## config.mk

```make
export PLATFORM = sky130hd
export DESIGN_NAME = spi_master_ctrl
export DESIGN_NICKNAME = d
export VERILOG_FILES = /design/src/rtl/spi_master_ctrl.sv
export SDC_FILE = /design/constraint.sdc
export NUM_CORES = 1
export LEC_CHECK = 0
export CORE_UTILIZATION = 30
export DETAILED_ROUTE_END_ITERATION = 12
export PLACE_DENSITY = 0.52
export RECOVER_POWER = 50
export SLEW_MARGIN = 0
export SYNTH_ARGS = -nofsm -noshare
export SYNTH_HDL_FRONTEND = slang
export SYNTH_SLANG_ARGS = --single-unit
```

## constraint.sdc

```tcl
create_clock -name clk_i -period 2.2 [get_ports clk_i]
set_input_delay 0.55 -clock clk_i [delete_from_list [all_inputs] [get_ports clk_i]]
set_output_delay 0.55 -clock clk_i [all_outputs]
set_load 0.05 [all_outputs]
```

## src/rtl/spi_master_ctrl.sv

```systemverilog
// Single-clock SPI master: 1..MAX_BYTES byte transactions over a start/busy/done handshake.
// Build option: define SPI_MASTER_LSB_FIRST_EN to shift bits LSB-first within each byte.
//
// state | meaning
// IDLE  | waiting for a legal start; CS high, SCLK at CPOL, MOSI high
// SETUP | one tick with CS asserted before the first SCLK edge
// SHIFT | 16*N ticks, SCLK toggles each tick
// HOLD  | one tick with SCLK at CPOL before CS releases
module spi_master_ctrl #(
  parameter int  CLK_DIV   = 5,
  parameter int  MAX_BYTES = 4,
  parameter int  CPOL      = 1,
  parameter int  CPHA      = 1,
  parameter int  NUM_CS    = 1,
  localparam int CSW       = (NUM_CS > 1) ? $clog2(NUM_CS) : 1,
  localparam int BW        = $clog2(MAX_BYTES + 1)
) (
  input  logic                   clk_i,
  input  logic                   rst_i,
  input  logic                   start_i,
  input  logic [CSW-1:0]         cs_sel_i,
  input  logic [BW-1:0]          tx_bytes_i,
  input  logic [8*MAX_BYTES-1:0] tx_data_i,
  output logic                   busy_o,
  output logic                   done_o,
  output logic [8*MAX_BYTES-1:0] rx_data_o,
  output logic [BW-1:0]          rx_bytes_valid_o,
  output logic                   spi_sclk_o,
  output logic                   spi_mosi_o,
  input  logic                   spi_miso_i,
  output logic [NUM_CS-1:0]      spi_cs_n_o
);

  localparam int DW = $clog2(CLK_DIV + 1);
  localparam int EW = $clog2(16 * MAX_BYTES + 1);
  localparam int IW = $clog2(8 * MAX_BYTES);
`ifdef SPI_MASTER_LSB_FIRST_EN
  localparam bit LSB_FIRST = 1'b1;
`else
  localparam bit LSB_FIRST = 1'b0;
`endif
  localparam logic SCLK_IDLE = (CPOL != 0);

  typedef enum logic [1:0] {IDLE, SETUP, SHIFT, HOLD} state_t;

  state_t                 state_q, state_d;
  logic [DW-1:0]          div_q;
  logic [8*MAX_BYTES-1:0] tx_q;
  logic [BW-1:0]          n_q;
  logic [CSW-1:0]         cs_q;
  logic [8*MAX_BYTES-1:0] rx_q;
  logic [BW-1:0]          rxv_q;
  logic [6:0]             rx_sh;
  logic [2:0]             bit_q;
  logic [BW-1:0]          byte_q;
  logic [EW-1:0]          edge_q;
  logic                   sclk_q, mosi_q, done_q;

  logic       tick, accept, lead, last_edge, shift_tick, sample_ev, drive_ev;
  logic       tx_bit, first_bit;
  logic [2:0] bit_pos;
  logic [7:0] rx_nxt;

  assign tick   = (state_q != IDLE) && (div_q == DW'(CLK_DIV - 1));
  // A start landing in the done cycle is dropped so CS stays high at least two cycles.
  assign accept = (state_q == IDLE) && !done_q && start_i && (tx_bytes_i != '0) &&
                  (32'(tx_bytes_i) <= MAX_BYTES) && (32'(cs_sel_i) < NUM_CS);

  assign lead       = (sclk_q == SCLK_IDLE);
  assign last_edge  = (edge_q == ((EW'(n_q) << 4) - EW'(1)));
  assign shift_tick = (state_q == SHIFT) && tick;
  assign sample_ev  = shift_tick && ((CPHA != 0) ? !lead : lead);
  assign drive_ev   = shift_tick && ((CPHA != 0) ? lead : !lead);

  assign bit_pos   = LSB_FIRST ? bit_q : (3'd7 - bit_q);
  assign tx_bit    = tx_q[IW'({byte_q, bit_pos})];
  assign first_bit = LSB_FIRST ? tx_data_i[0] : tx_data_i[7];
  assign rx_nxt    = LSB_FIRST ? {spi_miso_i, rx_sh} : {rx_sh, spi_miso_i};

  always_ff @(posedge clk_i) begin
    if (rst_i) state_q <= IDLE;
    else       state_q <= state_d;
  end

  always_comb begin
    state_d = state_q;
    case (state_q)
      IDLE:    if (accept)            state_d = SETUP;
      SETUP:   if (tick)              state_d = SHIFT;
      SHIFT:   if (tick && last_edge) state_d = HOLD;
      HOLD:    if (tick)              state_d = IDLE;
      default:                        state_d = IDLE;
    endcase
  end

  always_comb begin
    busy_o     = (state_q != IDLE);
    spi_cs_n_o = '1;
    if (state_q != IDLE) spi_cs_n_o = ~(NUM_CS'(1) << cs_q);
  end

  always_ff @(posedge clk_i) begin
    if (rst_i || state_q == IDLE) div_q <= '0;
    else if (tick)                div_q <= '0;
    else                          div_q <= div_q + DW'(1);
  end

  always_ff @(posedge clk_i) begin
    if (rst_i) begin
      tx_q   <= '0;
      n_q    <= '0;
      cs_q   <= '0;
      rx_q   <= '0;
      rxv_q  <= '0;
      rx_sh  <= '0;
      bit_q  <= '0;
      byte_q <= '0;
      edge_q <= '0;
      sclk_q <= SCLK_IDLE;
      mosi_q <= 1'b1;
      done_q <= 1'b0;
    end else begin
      done_q <= (state_q == HOLD) && tick;
      if (accept) begin
        tx_q   <= tx_data_i;
        n_q    <= tx_bytes_i;
        cs_q   <= cs_sel_i;
        rx_q   <= '0;
        rxv_q  <= '0;
        bit_q  <= '0;
        byte_q <= '0;
        edge_q <= '0;
        sclk_q <= SCLK_IDLE;
        mosi_q <= (CPHA != 0) ? 1'b1 : first_bit;
      end
      if (shift_tick) begin
        sclk_q <= ~sclk_q;
        edge_q <= edge_q + EW'(1);
        if (last_edge)     mosi_q <= 1'b1;
        else if (drive_ev) mosi_q <= tx_bit;
      end
      if (sample_ev) begin
        rx_sh <= LSB_FIRST ? rx_nxt[7:1] : rx_nxt[6:0];
        bit_q <= bit_q + 3'd1;
        if (bit_q == 3'd7) begin
          for (int k = 0; k < MAX_BYTES; k++)
            if (byte_q == BW'(k)) rx_q[8*k +: 8] <= rx_nxt;
          rxv_q <= byte_q + BW'(1);
          if (byte_q != n_q - BW'(1)) byte_q <= byte_q + BW'(1);
        end
      end
    end
  end

  assign done_o           = done_q;
  assign rx_data_o        = rx_q;
  assign rx_bytes_valid_o = rxv_q;
  assign spi_sclk_o       = sclk_q;
  assign spi_mosi_o       = mosi_q;

endmodule

```

* Yosys cells after proc, flatten, opt, wreduce, memory -nomap -nowiden
Cells that the tools add are included.
** Cells by class
- Add/subtract/negate cells :: 7
- Magnitude comparators :: 3
- Eq/ne operators :: 14
- Shifts and indexed selects :: 1
- Muxes and demuxes :: 32
- Bitwise operators :: 2
- Reductions and logical operators :: 22
** Operators by type and width (count)
- $mux W32 :: 3
- $mux W8 :: 4
- $mux W3 :: 9
- $mux W7 :: 2
- $logic_and A1 B1 Y1 :: 11
- $add A3 B1 Y3 const B :: 3
- $mux W1 :: 8
- $mux W2 :: 4
- $pmux W2 S4 :: 1
- $add A7 B1 Y7 const B :: 1
- $eq A7 B7 Y1 :: 1
- $sub A7 B1 Y7 const B :: 1
- $eq A3 B2 Y1 const B :: 2
- $eq A3 B3 Y1 const B :: 2
- $lt A5 B6 Y1 const B :: 1
- $ne A2 B2 Y1 const B :: 3
- $reduce_bool A2 Y1 :: 3
- $bmux W1 S5 :: 1
- $eq A2 B2 Y1 const B :: 2
- $reduce_and A4 Y1 :: 1
- $eq A3 B1 Y1 const B :: 1
- $le A3 B3 Y1 const B :: 1
- $logic_not A3 Y1 :: 1
- $ne A3 B3 Y1 :: 1
- 12 further kinds :: 14
** Word-level totals
- Register bits after elaboration :: 99
- Input port bits :: 40

* Longest topological paths before layout
- Word-level depth :: 10
- Gate-level depth with buffers :: 10
- Gate-level depth less buffers :: 7

* Worst setup path before layout
OpenSTA, ideal clock, no wires.
- Path kind :: reg-to-reg
- Start point :: register state_q[0]
- End point :: register mosi_q, in the netlist spi_mosi_o
- Arrival time :: 1.980 ns
- Slack :: 0.097 ns
- Stages on the path, launching flop included :: 9
- Period minus slack after synthesis :: 2.103 ns
- Cell sequence :: dfxtp_1 > inv_1 > ha_1 > buf_2 > inv_1 > nand4_1 > o22ai_1 > o21ai_0 > a311o_1
** On the way
- Elaborated cells between the ends (all ways) :: 15
** RTL lines
- from (decl) :: line 46 : state_t state_q, state_d;
- from (signal assigned) :: line 82 : else state_q <= state_d;
- $reduce_bool A2 Y1 (*)
- net busy_o :: line 24 : output logic busy_o,
- $logic_and A1 B1 Y1 (*) :: line 64 : assign tick = (state_q != IDLE) && (div_q == DW'(CLK_DIV - 1));
- $logic_and A1 B1 Y1 (*) :: line 71 : assign shift_tick = (state_q == SHIFT) && tick;
- $logic_and A1 B1 Y1 :: line 73 : assign drive_ev = shift_tick && ((CPHA != 0) ? lead : !lead);
- $mux W1 :: line 140 : else if (drive_ev) mosi_q <= tx_bit;
- $mux W1 :: line 139 : if (last_edge) mosi_q <= 1'b1;
- $mux W1 (*) :: line 136 : if (shift_tick) begin
- to (signal assigned) :: line 134 : mosi_q <= (CPHA != 0) ? 1'b1 : first_bit;
- to (signal assigned) :: line 140
- to (decl) :: line 57 : logic sclk_q, mosi_q, done_q;
The timed path passes the listed nets; every way through them passes the cells marked *.
A chain may end at the register's enable or synchronous reset.

* Worst setup path after layout
- Start point :: register state_q[1]
- End point :: output port spi_cs_n_o
** On the way
- Word-level cells in the longest chain between the ends :: 2
** RTL lines
- $reduce_bool A2 Y1 :: line 99 : if (state_q != IDLE) spi_cs_n_o = ~(NUM_CS'(1) << cs_q);
- $mux W1 :: line 99
- to (decl) :: line 31 : output logic [NUM_CS-1:0] spi_cs_n_o
No other way between the ends.

==> impl_metrics.toml <==
[floorplanning]
die_w_um = 121
die_y_um = 121
io_pins = 80
initial_core_util = 0.314
die-area_um2 = 14500
num_rows = 42
core_area_um2 = 13500

[power_and_ir_drop]
leakage_nw = 2.03
seqPwrFrac = 0.453
ir_drop_v = 0.000306
power.switching_mw = 1.10
pwr-share-comb = 0.171
clockPowerShare = 0.376
cellPowerDensity_nw_per_um2 = 754
design_power_total_mw = 4.19
swShare = 0.264
p_int_mw = 3.09

[min_path]
whs_path_depth = 2
holdPathEnd = "tx_q[20]"
hold_path_class = "reg2reg"
hp-start = "tx_q[20]"

[synthesis]
synth_edf_count = 0
async_flop_share = 0
yosys_warnings = 0
synth_seq_cells = 99
ys_types = 43
synth_area_per_cell_um2 = 8.50
synthCells = 496
ys_seq_area_frac = 0.470
synth_ff_type = "dfxtp_1"
synth_nets = 552
syn_area_um2 = 4220

[cts]
cts.hold.buffers_added = 0
clock_latency_ns = 0.35
cts_buffers = 9
clk_pin_slew_worst_paths_ns = 0.06
root_buffer = "clkbuf_16"
cts_tree = "yes"
htreeDepth = 3
cts_num_sinks = 99
cts_max_path_buffers = 2

[global_routing]
grt_pass1_vias = 3343
grt-ovfl-total = 0
grt_max_degree = 92
antenna_found_initial = 0
track_usage = 0.152
grt_pass1_wl_um = 17000

[sta]
setup_viol = 0
slew_violations = 0
min_period_over_period = 0.974
max_freq_ghz = 0.467
finalSetupTns_ns = 0
fin_worst_skew_ns = 0.00714
finalHoldViolCount = 0
worst_pin_slew_ns = 1.02
slew_headroom = 0.317
finalCriticalPeriod_ns = 2.14
fin_ws_ns = 0.0578

[critical_path]
cp-end-kind = "primary output"
r2r_start = "state_q[0]"
reg2reg_depth = 8
required_ns = 1.65
rr_endpoint = "byte_q[2]"
reg2reg_setup_slack_ns = 0.18
crit_path_max_fanout = 6
cp_data_arrival_time_ns = 1.59
critPathLaunchType = "flip-flop"
crit_type = "reg2out"

[detailed_routing]
drc = 0
viasPerCell = 4.88
drt_iter0_drc = 208
drt_pass1_iterations = 4
ant_nets = 0
wl_per_cell_um = 14.3
vias = 3676
drt-total-wl_um = 10800

[placed_design]
dp_slack_ns = -0.311
dp_hpwl_um = 7440
port_buffers = 79
gp_congestion = 0.753
placed_area_um2 = 5260

[finish]
nets = 629
layout-drive-gt1-share = 0.0952
antennaDiodeCount = 0
syn_to_final_growth_pct = 31.7
fin_util = 0.413
design_area_um2 = 5550

[status]
status = "finished, final reports clean"

[job]
drv_cap = 0
==> state kept, by name, indices dropped and copies added, names as in the netlist <==
name / count
byte_q: 3
rx_sh: 7
cs_q: 1
rx_bytes_valid_o: 3
spi_sclk_o: 1
rx_data_o: 32
state_q: 2
tx_q: 32
edge_q: 7
div_q: 3
done_o: 1
bit_q: 3
spi_mosi_o: 1
n_q: 3
==> synth_stat cells (2+ instances only) <==
master | n | share of area
o21ai_0 | 3 | 0.0036
xor2_1 | 6 | 0.012
xnor2_1 | 3 | 0.0062
mux4_2 | 8 | 0.043
or3_1 | 2 | 0.0030
nand4_1 | 4 | 0.0059
nor3b_1 | 2 | 0.0036
mux2i_1 | 5 | 0.012
a31oi_1 | 3 | 0.0045
ha_1 | 16 | 0.047
a21oi_1 | 78 | 0.093
and4_1 | 2 | 0.0042
nand2_1 | 117 | 0.10
nor3_1 | 6 | 0.0071
and2_1 | 3 | 0.0045
inv_1 | 12 | 0.011
and3_1 | 5 | 0.0074
nand3_1 | 36 | 0.043
a22oi_1 | 8 | 0.014
buf_2 | 13 | 0.015
clkbuf_1 | 18 | 0.016
a211oi_1 | 2 | 0.0036
dfxtp_1 | 99 | 0.47
nor2_1 | 26 | 0.023
==> worst max-delay path, stage by stage (launching register included) <==
cell	delay, ns
dfxtp_2	0.35
inv_1	0.10
ha_4	0.20
buf_4	0.15
or2_2	0.27
buf_4	0.19
==> cell type report <==
cell class              instances  area [um^2]
clock buffers                  13          250
multi-input cells             352         2050
flip-flops and latches         99         1990
well taps                     176          220
clock inverters                 3         47.5
fillers                      1383         7900
inverters                      12         45.0
repair buffers                 99          952
==> power by group through the flow <==
stage	sequential [mW]	clock (mW)	combinational (mW)
final	1.90	1.57	0.716
after global routing	1.91	1.69	0.786
after CTS	1.90	1.61	0.731
after detailed placement	1.94	0	0.724
after global placement	1.93	0	0.716
after floorplan	1.92	0	0.443
==> kinds of logic (layout without fill, tap and decap cells) <==
logic type,Yosys count,count (layout),synth area share
simple gates,212,212,0.223
compound gates,101,101,0.135
flops,99,99,0.470
buf+inv,45,127,0.0466
fa+ha+maj,16,16,0.0475
mux,13,13,0.0546
xor+xnor,10,10,0.0240
==> layout by cell type (no fill, tap or decap), drive strengths merged, types with 2 or more instances in the layout <==
| master | netlist | routed |
|---|---|---|
| xor2 | 6 | 6 |
| mux4 | 8 | 8 |
| xnor2 | 3 | 3 |
| nor3b | 2 | 2 |
| a211oi | 2 | 2 |
| o21ai | 3 | 3 |
| inv | 12 | 12 |
| clkinv | 0 | 2 |
| buf | 15 | 16 |
| or2 | 2 | 2 |
| a22oi | 8 | 8 |
| a31oi | 3 | 3 |
| mux2i | 5 | 5 |
| clkbuf | 18 | 21 |
| dfxtp | 99 | 99 |
| nor2 | 27 | 27 |
| ha | 16 | 16 |
| a21oi | 78 | 78 |
| nor3 | 6 | 6 |
| or3 | 2 | 2 |
| and3 | 5 | 5 |
| nand4 | 4 | 4 |
| nand2 | 117 | 117 |
| nand3 | 37 | 37 |
| and2 | 3 | 3 |
| dlygate4sd3 | 0 | 20 |
| and4 | 2 | 2 |
| clkdlybuf4s50 | 0 | 55 |
==> how the worst max path moves through the flow <==
stage	startpoint	endpoint
global route	state_q[0]	byte_q[2]
floorplan	state_q[0]	spi_mosi_o
detailed placement	tx_bytes_i[0]	spi_mosi_o
CTS	state_q[0]	spi_cs_n_o
global placement	tx_bytes_i[0]	spi_mosi_o
finish	state_q[1]	spi_cs_n_o
==> per-stage QoR <==
step,instances,hold slack (ns)
6_report,754,0.452
5_1_grt,754,0.478
4_1_cts,753,0.456
3_5_place_dp,737,0.448
3_3_place_gp,737,0.440
2_1_floorplan,496,0.433
==> routing by layer <==
metal  up-vias  track usage  wire, um
li1       1857            -         -
met1      1713        0.207      5130
met2        91        0.235      4990
met3        15       0.0316       462
met4         0       0.0625       183
met5         -            0         0
==> timing repair <==
item,4_1_cts,5_1_grt
setup endpoints to repair,1,7
cloned,0,1
resized for setup,3,5
setup buffers,0,0
Note: power is estimated with default switching activity, not from simulation.
